$ cat config.mk
export PLATFORM = sky130hd
export DESIGN_NAME = load_store_unit
export DESIGN_NICKNAME = d
export VERILOG_FILES = /design/src/rtl/load_store_unit.sv
export SDC_FILE = /design/constraint.sdc
export NUM_CORES = 1
export LEC_CHECK = 0
export BUFFER_PORTS_ARGS = -buffer_cell sky130_fd_sc_hd__buf_2
export CORE_UTILIZATION = 29
export DETAILED_ROUTE_END_ITERATION = 8
export HOLD_SLACK_MARGIN = 0.03
export PLACE_DENSITY = 0.51
export RECOVER_POWER = 25
export SYNTH_ARGS = -nofsm -noshare
export SYNTH_HDL_FRONTEND = slang
export SYNTH_SLANG_ARGS = --single-unit
$ cat constraint.sdc
create_clock -name clk -period 3 [get_ports clk]
set_input_delay 0.15 -clock clk [delete_from_list [all_inputs] [get_ports clk]]
set_output_delay 0.15 -clock clk [all_outputs]
set_load 0.005 [all_outputs]
$ cat src/rtl/load_store_unit.sv
// Single-outstanding load/store unit: valid/ready request and response channels
// in front of a combinational-read memory. Define LSU_STORE_ACK_EN to ack stores.
module load_store_unit #(
  parameter int unsigned WIDTH    = 32,
  parameter int unsigned MEM_SIZE = 32,
  localparam int unsigned ADDR_WIDTH = $clog2(MEM_SIZE)
) (
  input  logic                  clk,
  input  logic                  rst,
  input  logic                  req_valid,
  output logic                  req_ready,
  input  logic                  req_we,
  input  logic [ADDR_WIDTH-1:0] req_addr,
  input  logic [WIDTH-1:0]      req_wdata,
  output logic                  resp_valid,
  input  logic                  resp_ready,
  output logic [WIDTH-1:0]      resp_data,
  output logic                  mem_write,
  output logic [ADDR_WIDTH-1:0] mem_addr,
  output logic [WIDTH-1:0]      mem_idata,
  input  logic [WIDTH-1:0]      mem_odata,
  output logic [15:0]           op_count
);

  typedef enum logic [1:0] {IDLE, WRITE, READ, RESP} state_t;

  state_t                r_state;
  logic [ADDR_WIDTH-1:0] r_addr;
  logic [WIDTH-1:0]      r_wdata;
  logic [WIDTH-1:0]      r_resp_data;
  logic [15:0]           r_op_count;
  logic                  w_op_done;

  // An operation completes on the response handshake, or when an unacked store leaves WRITE
`ifdef LSU_STORE_ACK_EN
  assign w_op_done = (r_state == RESP) && resp_ready;
`else
  assign w_op_done = (r_state == WRITE) || ((r_state == RESP) && resp_ready);
`endif

  always_ff @(posedge clk or posedge rst) begin
    if (rst) begin
      r_state     <= IDLE;
      r_addr      <= '0;
      r_wdata     <= '0;
      r_resp_data <= '0;
      r_op_count  <= '0;
    end else begin
      if (w_op_done && (r_op_count != 16'hFFFF)) begin
        r_op_count <= r_op_count + 16'd1;
      end
      case (r_state)
        IDLE: begin
          if (req_valid) begin
            r_addr  <= req_addr;
            r_wdata <= req_wdata;
            r_state <= req_we ? WRITE : READ;
          end
        end
        WRITE: begin
`ifdef LSU_STORE_ACK_EN
          r_resp_data <= r_wdata;
          r_state     <= RESP;
`else
          r_state     <= IDLE;
`endif
        end
        READ: begin
          r_resp_data <= mem_odata;
          r_state     <= RESP;
        end
        RESP: begin
          if (resp_ready) begin
            r_state <= IDLE;
          end
        end
        default: r_state <= IDLE;
      endcase
    end
  end

  // Outputs decode straight from registered state so reset clears them asynchronously
  assign req_ready  = (r_state == IDLE);
  assign mem_write  = (r_state == WRITE);
  assign resp_valid = (r_state == RESP);
  assign resp_data  = r_resp_data;
  assign mem_addr   = r_addr;
  assign mem_idata  = r_wdata;
  assign op_count   = r_op_count;

endmodule

# After elaboration in Yosys (flattened, before gate mapping)
# Cells that the tools add are included.
[totals] ff_bits=87 latchBits=0 ram_bits=0 rom_bits=0 inputBits=74 output_inout_bits=88 wordCells=22 mem_count=0
[op_classes] add_sub_neg=1 multipliers=0 div_mod_pow=0 magnitude_cmp=0 eq_ne=6 shifts=0 mux=4 bitwise_logic=0 n_reduce_logical=6
[ops] operator="adder 16 x 1 -> 16 bit, second input constant" n=1
[ops] operator="!= test 16 bit, second input constant" n=1
[ops] operator="one-hot mux 2 bit (4 select lines)" n=1
[ops] operator="two-way mux 2 bit" n=3
[ops] operator="== test 2 bit, second input constant" n=2
[ops] operator="AND reduction 2 bit" n=2
[ops] operator="== test 2 x 1 -> 1 bit, second input constant" n=1
[ops] operator="logical AND 1 bit" n=2
[ops] operator="logical NOT 2 bit" n=1
[ops] operator="!= test 2 x 1 -> 1 bit, second input constant" n=1
[ops] operator="!= test 2 bit, second input constant" n=1
[ops] operator="logical OR 1 bit" n=1

# Logic depth before layout (Yosys ltp)
# Gate-level depths: netlist of the first run.
[depth] depth_word=4 mapped_depth=5 mapped_depth_nobuf=5

# Worst setup path after synthesis of the first run
# No wires, ideal clock.
[synth_timing] kind="reg2reg" from="reg r_op_count[0], in the netlist op_count[0]" to="reg r_op_count[1], in the netlist op_count[1]" setup_ns=0.125 t_arrival_ns=1.635 required_ns=2.875 path_slack_ns=1.240 path_stages_with_launch=6 path_buffers=0 synth_period_minus_slack_ns=1.760 cell_sequence="dfrtp_1 > ha_1 > nand2_1 > nor4_4 > a21oi_2 > mux2_4"
[synth_between] elab_chain_cells=2 elab_cells_between_ends=3 cone_classes="1 x add/sub; 1 x eq/ne; 1 x reduce/logical"
[synth_rtl] element="start, declared" line_no="31" source="logic [15:0] r_op_count;"
[synth_rtl] element="start signal, assigned" line_no="50" source="r_op_count <= r_op_count + 16'd1;"
[synth_rtl] element="parallel branches: the longest is 2 deep, another holds adder 16 x 1 -> 16 bit"
# Several ways; the timed one is not identified.
# A chain may end at the register's enable or synchronous reset.

# Final worst setup path of the first run
# Ends and elaborated chain as after synthesis.

==> metrics.csv, run 1 <==
metric,value,unit
Clock Skew,0.004221,ns
routed vias,2654,
First-pass DRT Iterations,6,
CP Launch Type,flop,
first-pass GRT wire length,13.41,mm
Total GRT Usage,13.67,%
area delta synth->final,49.52,%
failing checks,DRC,
pre-CTS WS,1.079,ns
worst vdd ir,0.4805,mV
final worst slack,1.047,ns
average routed wire per standard cell,13.32,um
CTS H-Tree Depth,3,
"most common cell after layout, fill and taps aside",buf_2,
GR Overflow Total,0,
Tmin final,1.954,ns
synth unique cells,36,
min-delay src,req_wdata[1],
class of the worst hold path,in2reg,
Avg Inst Size Synth,14.83,um2
Initial Utilization,30.26,%
"Setup Fix Bufs, Post-CTS",0,
largest net degree at the start of global routing,88,
layout cells sized above 1,56.17,%
final core occ,45.25,%
final wirelength,7.955,mm
Setup crit end kind,flop,
Critical Path AT,2.17,ns
Setup Viol. Count Final,0,
"commonest non-fill, non-tap cells in the layout","buf_2, dfrtp_1, mux2_2",
Root Driver,clkbuf_16,
Post-DRT Antenna Nets,0,
CTS tree,done,
CP required,3.22,ns
Boundary Pins,162,
Synth Instances,237,
Multi-input gate area,1276,um2
nets@finish,524,
Least-Margin Pin Slew,0.5891,ns
vias in the first global route,2792,
Port Buf Inserts,161,
Iteration-0 DRC Markers,83,
RSZ-0062 raised after global routing,false,
crit path max fanout,10,
mapped cell area,3515,um2
CP Class,reg2reg,
period utilization,65.12,%
register area,2177,um2
status,finished with violations,
DP Cell Count,535,
ranking of synthesized cells by area,"dfrtp_1, mux2_2, xor2_1",
setup TNS,0,ns
post-synth top area cell,dfrtp_1,
Synth warnings,0,
post-synthesis sequential area ratio,61.94,%
# fillers,1139,
clock sink count,87,
Layout Cells excl Fill,597,
Die H,112.1,um
reg2reg start,op_count[0]$_DFFE_PP0P_,
Power Dens Cells,922.3,nW/um2
ANT cells,0,
max frequency,511.9,MHz
drc violations,10,
vias per cell,4.446,
Die X,112.1,um
CP Launch Point,op_count[0]$_DFFE_PP0P_,
CTS clock-pin slew for the worst setup and hold paths,0.06,ns
global placer's final weighted congestion,0.7561,
initial antenna violation count,0,
Final Max Tran Viols,0,
max cap viols,0,
Slew HR,60.43,%
Num CTS Buffers,9,
core region area,11610,um2
worst skew pair latency,0.34,ns
#FFs+latches synth,87,
die area,12560,um2
Synth top area share,61.94,%
Final Power,4.847,mW
hpwl dp,5.457,mm
clk buf depth,2,
syn_nets,312,
Leak Pwr,2.560,nW
Fin. Hold Viols,0,
num rows,39,
synthesized netlist by cell type:
cell type and instances:
nand4_1 4, nand2b_1 2, o21ai_0 3, clkbuf_2 1, dfrtp_1 87, a211oi_1 3
nand3_1 8, nand2_1 6, nor2_2 1, nor2b_1 2, clkbuf_1 1, buf_4 3
nand3_2 1, mux2_4 1, xnor2_1 1, or2_2 1, and2_1 3, nor4_1 4
a21oi_2 1, a21oi_1 1, ha_1 1, nor3_1 2, nor3b_1 1, nor4b_1 1
mux2_2 66, buf_2 3, and3_1 1, and4_2 1, a2111oi_2 1, inv_1 3
nor4_4 1, xor2_1 14, nor2_1 3, buf_6 1, nand4_2 1, mux2_1 3
critical path, cell delays in order, from the launching register on:
cell and delay, ns:
dfrtp_1 0.45, ha_1 0.24, nand2_1 0.10, nor4_4 0.57, a21oi_2 0.16, mux2_4 0.33
report_power, final:
part | leakage [nW] | internal (mW) | switching [mW]
combinational | 1.36 | 1.02 | 0.662
sequential | 1.04 | 1.71 | 0.307
clock | 0.156 | 0.710 | 0.430
total | 2.56 | 3.45 | 1.40
cell families after synthesis:
| kind of cell | Yosys count | synth area share [%] |
|---|---|---|
| buffers and inverters | 12 | 1.958 |
| AND/OR/NAND/NOR | 43 | 7.583 |
| flip-flops | 87 | 61.94 |
| XOR/XNOR | 15 | 3.738 |
| multiplexers | 70 | 22.53 |
| AO/OA/AOI/OAI | 9 | 1.886 |
| adder cells (fa/ha/maj) | 1 | 0.3559 |
routing by layer:
layer	vias to the layer above	GRT usage, %	part of all wire (%)
met3	9	4.968	6.5
li1	1267	-	-
met1	1291	16.08	42
met4	0	4.800	1.1
met2	87	23.06	50
met5	-	0	0
through the flow:
stage,cell area (um2),hold slack (ns)
after floorplan,3515,0.2592
after global placement,4486,0.2952
after detailed placement,4486,0.2955
after CTS,5256,0.03045
after global routing,5255,0.03003
final,5255,0.04864
sequential cells by signal, indices dropped and copies added (netlist names):
signal	count
mem_addr	5
mem_idata	32
op_count	16
r_state	2
resp_data	32
repair_timing:
item                                   4_1_cts  5_1_grt
endpoints found under the hold margin      132        0
gates resized for setup                      0        0
hold buffers                                46        0
area by class of cell:
cell class,instances,area share (%)
Multi-Input combinational cell,138,24.29
Clock buffer,13,5.143
Clock inverter,3,0.7619
Inverter,3,0.2381
Timing Repair Buffer,210,24.74
Tap cell,143,3.405
Sequential cell,87,41.43
final timing paths:
path / endpoint / slack [ns] / cells past startpoint
max: op_count[1]$_DFFE_PP0P_ / 1.05 / 5
min: mem_idata[1]$_DFFE_PP0P_ / 0.05 / 2
max reg2reg: op_count[1]$_DFFE_PP0P_ / 1.05 / 5
min reg2reg: mem_idata[25]$_DFFE_PP0P_ / 0.48 / 1
max in group asynchronous: mem_idata[8]$_DFFE_PP0P_ / 2.14 / 4
min in group asynchronous: mem_idata[27]$_DFFE_PP0P_ / 0.50 / 4
(Power assumes the default switching activity.)
==> inputs of run 2 (changes only) <==
Clock period 3 ns to 1.9 ns, I/O delays scaled along.
==> run 2 against run 1 <==
The run still ends with DRC left. First-iteration DRC count increased by 47%. Global-route usage rose by 0.94 points. Combinational power increased by 66%. Clock skew barely moved. Flip-flop and latch count unchanged. Critical endpoint is now op_count[7]$_DFFE_PP0P_. Largest cell class unchanged. Highest routed layer unchanged.
==> metrics.csv, run 2 (synthesized netlist as in run 1, its figures left out) <==
metric,value,unit,change
status,finished with violations,,
failing checks,DRC,,
class of the worst hold path,in2reg,,
CTS clock-pin slew for the worst setup and hold paths,0.06,ns,about the same
P_int,5.551,mW,+61%
area delta synth->final,57.39,%,
"most common cell after layout, fill and taps aside",buf_2,,
Num CTS Buffers,9,,unchanged
Die H,112.1,um,unchanged
worst vdd ir,0.5355,mV,+11%
crit-path leading delay family,simple AND/OR/NAND/NOR gates,,
buffers and inverters on the worst path,1,,+1
ANT cells,0,,unchanged
Die X,112.1,um,unchanged
CTS tree,done,,
Leak Pwr,2.676,nW,+4.5%
largest net degree at the start of global routing,49,,-44%
RR Endpoint,op_count[7]$_DFFE_PP0P_,,
Final Power,7.830,mW,+62%
Logic pwr share,35.8,%,+1.0 points
CP Launch Type,flop,,
hold depth,4,,+2
# fillers,1083,,-4.9%
drc violations,13,,+3
CP max-delay cell,dfrtp_1,,
Slew HR,19.72,%,-41 points
initial antenna violation count,0,,unchanged
First-pass DRT Iterations,6,,unchanged
Initial Utilization,30.26,%,unchanged
P_sw,2.279,mW,+63%
Power Dens Cells,1416,nW/um2,+53%
final worst slack,0.1196,ns,-0.9269 ns
Critical Path AT,1.98,ns,-0.19 ns
Worst path max stage delay,0.45,ns,-0.12 ns
reg2reg start,op_count[0]$_DFFE_PP0P_,,
routed vias,2767,,+4.3%
Clock Skew,0.003867,ns,-0.0003543 ns
crit path max fanout,6,,-4
CP required,2.10,ns,-1.12 ns
max frequency,561.7,MHz,+9.7%
Clock power frac,23.4,%,about the same
Iteration-0 DRC Markers,122,,+47%
Setup crit end kind,flop,,
num rows,39,,unchanged
Worst Hold End,r_state[1]$_DFFE_PP0P_,,
clk buf depth,2,,unchanged
Setup Viol. Count Final,0,,unchanged
Total GRT Usage,14.61,%,+0.94 points
Port Buf Inserts,161,,unchanged
Fin. Hold Viols,0,,unchanged
period utilization,93.70,%,+29 points
Post-DRT Antenna Nets,0,,unchanged
core region area,11610,um2,unchanged
average routed wire per standard cell,14.01,um,+5.2%
sequence of cells on the critical path,ha_1 -> nand2_1 -> nor4_4 -> buf_4 -> a2111oi_2 -> xor2_1,,
global placer's final weighted congestion,0.7965,,+5.3%
min-delay src,resp_ready,,
nets@finish,552,,+5.3%
CP Launch Point,op_count[0]$_DFFE_PP0P_,,
vias in the first global route,2879,,+3.1%
WHS,0.1012,ns,+0.05251 ns
CP Class,reg2reg,,
vias per cell,4.427,,-0.41%
GR Overflow Total,0,,unchanged
R2R Setup Slk,0.12,ns,-0.93 ns
hpwl dp,5.665,mm,+3.8%
CTS H-Tree Depth,3,,unchanged
final wirelength,8.759,mm,+10%
max cap viols,0,,unchanged
"commonest non-fill, non-tap cells in the layout","buf_2, dfrtp_1, dlygate4sd3_1",,
cell count of the worst reg-to-reg path,6,,+1
layout cells sized above 1,53.11,%,-3.1 points
Root Driver,clkbuf_16,,
worst skew pair latency,0.33,ns,about the same
clock sink count,87,,unchanged
pre-CTS WS,0.1429,ns,-0.9358 ns
RSZ-0062 raised after global routing,false,,
switching share of power,29.11,%,+0.23 points
first-pass GRT wire length,14.26,mm,+6.3%
Flop pwr share,40.9,%,-0.8 points
setup TNS,0,ns,unchanged
Final Max Tran Viols,0,,unchanged
die area,12560,um2,unchanged
Tmin final,1.780,ns,-0.1731 ns
Least-Margin Pin Slew,1.204,ns,+0.6151 ns
Boundary Pins,162,,unchanged
==> run 2: cell types whose count changed in the layout (fill, tap and decap cells not counted), sizes merged <==
cell	change
dlygate4sd3	+25
buf	+1
bufinv	+1
clkbuf	+1
==> run 2: power by group through the flow <==
stage          sequential [mW]  clock (mW)  combinational [mW]
2_1_floorplan             3.26           0                1.44
3_3_place_gp              3.19           0                2.69
3_5_place_dp              3.24           0                2.73
4_1_cts                   3.21        1.91                2.84
5_1_grt                   3.34        1.98                3.05
6_report                  3.20        1.83                2.80
==> run 2: worst max-delay path by stage <==
stage	end	cells after the start
global placement	op_count[7]$_DFFE_PP0P_	6
finish	op_count[7]$_DFFE_PP0P_	6
detailed placement	op_count[7]$_DFFE_PP0P_	6
floorplan	op_count[1]$_DFFE_PP0P_	5
global route	op_count[14]$_DFFE_PP0P_	5
CTS	op_count[7]$_DFFE_PP0P_	6
==> run 2: through the flow <==
stage	instances	instance area [um2]	utilization, %
final	625	5532	47.63
after global routing	625	5532	47.63
after CTS	625	5553	47.81
after detailed placement	538	4536	39.05
after global placement	538	4536	39.05
after floorplan	237	3518	-
==> run 2: layout make-up <==
class | count | area (um2) | share of cell area (%)
Sequential cell | 87 | 2177 | 39.36
Multi-Input combinational cell | 138 | 1276 | 23.07
Tap cell | 143 | 178.9 | 3.235
Timing Repair Buffer | 238 | 1580 | 28.57
Clock buffer | 12 | 236.5 | 4.275
Inverter | 3 | 12.51 | 0.2262
Clock inverter | 4 | 70.07 | 1.267
==> run 2: timing repair <==
action / CTS / global route
resized for setup: 0 / 0
hold endpoints to repair: 158 / 0
buffers inserted: 0 / 0
hold buffers: 71 / 0
==> run 2: routing by layer <==
metal / share of wire, % / up-vias / global-route usage, %
li1: - / 1317 / -
met1: 42 / 1322 / 17.16
met2: 49 / 114 / 24.72
met3: 7.3 / 14 / 5.022
met4: 1.8 / 0 / 5.511
met5: 0 / - / 0
==> run 2: tightest hold or removal path, cell delays in order <==
cell and delay, ns:
buf_2 0.12, nand2_1 0.06, nand2_1 0.06, o21ai_0 0.06
==> inputs of run 3 (changes only) <==
Settings changed: REMOVE_ABC_BUFFERS set to 1.
==> run 3 against run 2 <==
The run still ends with DRC left. Routed wire length shrank 0.42%. Flip-flop and latch count unchanged. Register-to-register slack improved by 0.12 ns. First-iteration DRC count fell by 16%. Critical endpoint unchanged. Largest power group unchanged. Highest routed layer unchanged.
==> metrics.csv, run 3 (synthesized netlist as in run 1, its figures left out) <==
metric,value,unit,change
status,finished with violations,,
CTS tree,done,,
core region area,11610,um2,unchanged
CTS clock-pin slew for the worst setup and hold paths,0.06,ns,about the same
CP Class,reg2reg,,
final core occ,47.80,%,+0.17 points
Num CTS Buffers,9,,unchanged
Layout Cells excl Fill,628,,+0.48%
Tmin final,1.664,ns,-0.1167 ns
CP max-delay cell,dfrtp_1,,
Port Buf Inserts,161,,unchanged
Power Dens Cells,1405,nW/um2,-0.73%
vias per cell,4.449,,+0.49%
hpwl dp,5.928,mm,+4.6%
Setup crit end kind,flop,,
Initial Utilization,30.26,%,unchanged
RSZ-0062 raised after global routing,false,,
area delta synth->final,57.96,%,
Die H,112.1,um,unchanged
layout cells sized above 1,50.93,%,-2.2 points
crit path max fanout,6,,unchanged
clk buf depth,2,,unchanged
nets@finish,556,,+0.72%
average routed wire per standard cell,13.89,um,-0.90%
Crit. path cell count,4,,-2
"Setup Fix Bufs, Post-CTS",0,,unchanged
CP required,2.16,ns,+0.06 ns
Total GRT Usage,15.09,%,+0.48 points
ANT cells,0,,unchanged
largest net degree at the start of global routing,48,,-2.0%
global placer's final weighted congestion,0.7648,,-4.0%
drc violations,14,,+1
First-pass DRT Iterations,6,,unchanged
"most common cell after layout, fill and taps aside",buf_2,,
routed vias,2794,,+0.98%
hold depth,4,,unchanged
GR Overflow Total,0,,unchanged
buffers and inverters on the worst path,0,,-1
num rows,39,,unchanged
Post-CTS Hold Buffers,71,,unchanged
Clock Skew,0.005996,ns,+0.002129 ns
setup TNS,0,ns,unchanged
Die X,112.1,um,unchanged
Critical Path AT,1.92,ns,-0.06 ns
Least-Margin Pin Slew,1.244,ns,+0.03937 ns
first-pass GRT wire length,14.68,mm,+3.0%
period utilization,87.56,%,-6.1 points
clock sink count,87,,unchanged
post_cts resized,0,,unchanged
Root Driver,clkbuf_16,,
worst skew pair latency,0.34,ns,about the same
die area,12560,um2,unchanged
sequence of cells on the critical path,and3_1 -> nand4_1 -> a2111oi_2 -> xor2_1,,
cell count of the worst reg-to-reg path,4,,-2
Boundary Pins,162,,unchanged
Final Max Tran Viols,0,,unchanged
Worst path max stage delay,0.45,ns,about the same
Slew HR,16.64,%,-3.1 points
Fin. Hold Viols,0,,unchanged
CTS H-Tree Depth,3,,unchanged
Iteration-0 DRC Markers,103,,-16%
"commonest non-fill, non-tap cells in the layout","buf_2, dfrtp_1, dlygate4sd3_1",,
Final Power,7.801,mW,-0.37%
vias in the first global route,2970,,+3.2%
initial antenna violation count,0,,unchanged
worst vdd ir,0.6508,mV,+22%
failing checks,DRC,,
Setup Viol. Count Final,0,,unchanged
# fillers,1065,,-1.7%
Leak Pwr,2.655,nW,-0.79%
CP Launch Type,flop,,
max cap viols,0,,unchanged
class of the worst hold path,in2reg,,
DP Cell Count,542,,+0.74%
max frequency,601.1,MHz,+7.0%
pre-CTS WS,0.2699,ns,+0.1270 ns
crit-path leading delay family,simple AND/OR/NAND/NOR gates,,
final worst slack,0.2364,ns,+0.1167 ns
final wirelength,8.722,mm,-0.42%
Post-DRT Antenna Nets,0,,unchanged
-- run 3: changes by cell type in the layout (fill, tap and decap cells not counted) --
cell / change
buf_12: +1
buf_2: -13
buf_4: +4
bufinv_16: -1
clkbuf_1: +12
clkbuf_2: -2
clkbuf_8: +2
clkinv_2: -1
clkinvlp_4: +1
-- run 3: tightest hold or removal path, stage by stage --
cell and delay (ns):
buf_2 0.09, nand2_1 0.04, nand2_1 0.07, o21ai_0 0.07
-- run 3: final cells by class --
type                    instances  area (um2)  share of cell area [%]
clock buffers                  12       256.5                   4.620
multi-input cells             138        1276                   22.99
repair buffers                242        1608                   28.96
clock inverters                 3       42.54                  0.7663
well taps                     143       178.9                   3.223
flip-flops and latches         87        2177                   39.22
inverters                       3       12.51                  0.2254
-- run 3: through the flow --
stage          cell area [um2]  hold WS [ns]
2_1_floorplan             3457        0.2042
3_5_place_dp              4563        0.1404
5_1_grt                   5552        0.1028
3_3_place_gp              4563        0.1360
6_report                  5552       0.07140
4_1_cts                   5573       0.05660
-- run 3: layer usage --
layer	share of wire (%)	wire length, um	track usage, %	up-vias
met5	0	0	0	-
met4	2.2	194	7.467	0
met3	5.4	474	4.104	13
met2	51	4444	25.34	89
met1	41	3609	17.90	1360
li1	-	-	-	1332
-- run 3: report_power, final --
| part | leakage, nW | total, mW | internal, mW | switching [mW] |
|---|---|---|---|---|
| Combinational | 1.47 | 2.91 | 1.71 | 1.20 |
| Clock | 0.145 | 1.76 | 1.08 | 0.678 |
| Sequential | 1.04 | 3.14 | 2.71 | 0.428 |
-- run 3: path summary, 6_finish.rpt --
kind                                           startpoint                         to  slack, ns
worst max-delay path              op_count[2]$_DFFE_PP0P_    op_count[7]$_DFFE_PP0P_       0.24
worst min-delay path                           resp_ready     r_state[0]$_DFFE_PP0P_       0.07
worst max register to register    op_count[2]$_DFFE_PP0P_    op_count[7]$_DFFE_PP0P_       0.24
worst min register to register  mem_idata[26]$_DFFE_PP0P_  mem_idata[26]$_DFFE_PP0P_       0.48
max in group asynchronous                             rst  resp_data[26]$_DFFE_PP0P_       0.54
min in group asynchronous                             rst  mem_idata[10]$_DFFE_PP0P_       0.58
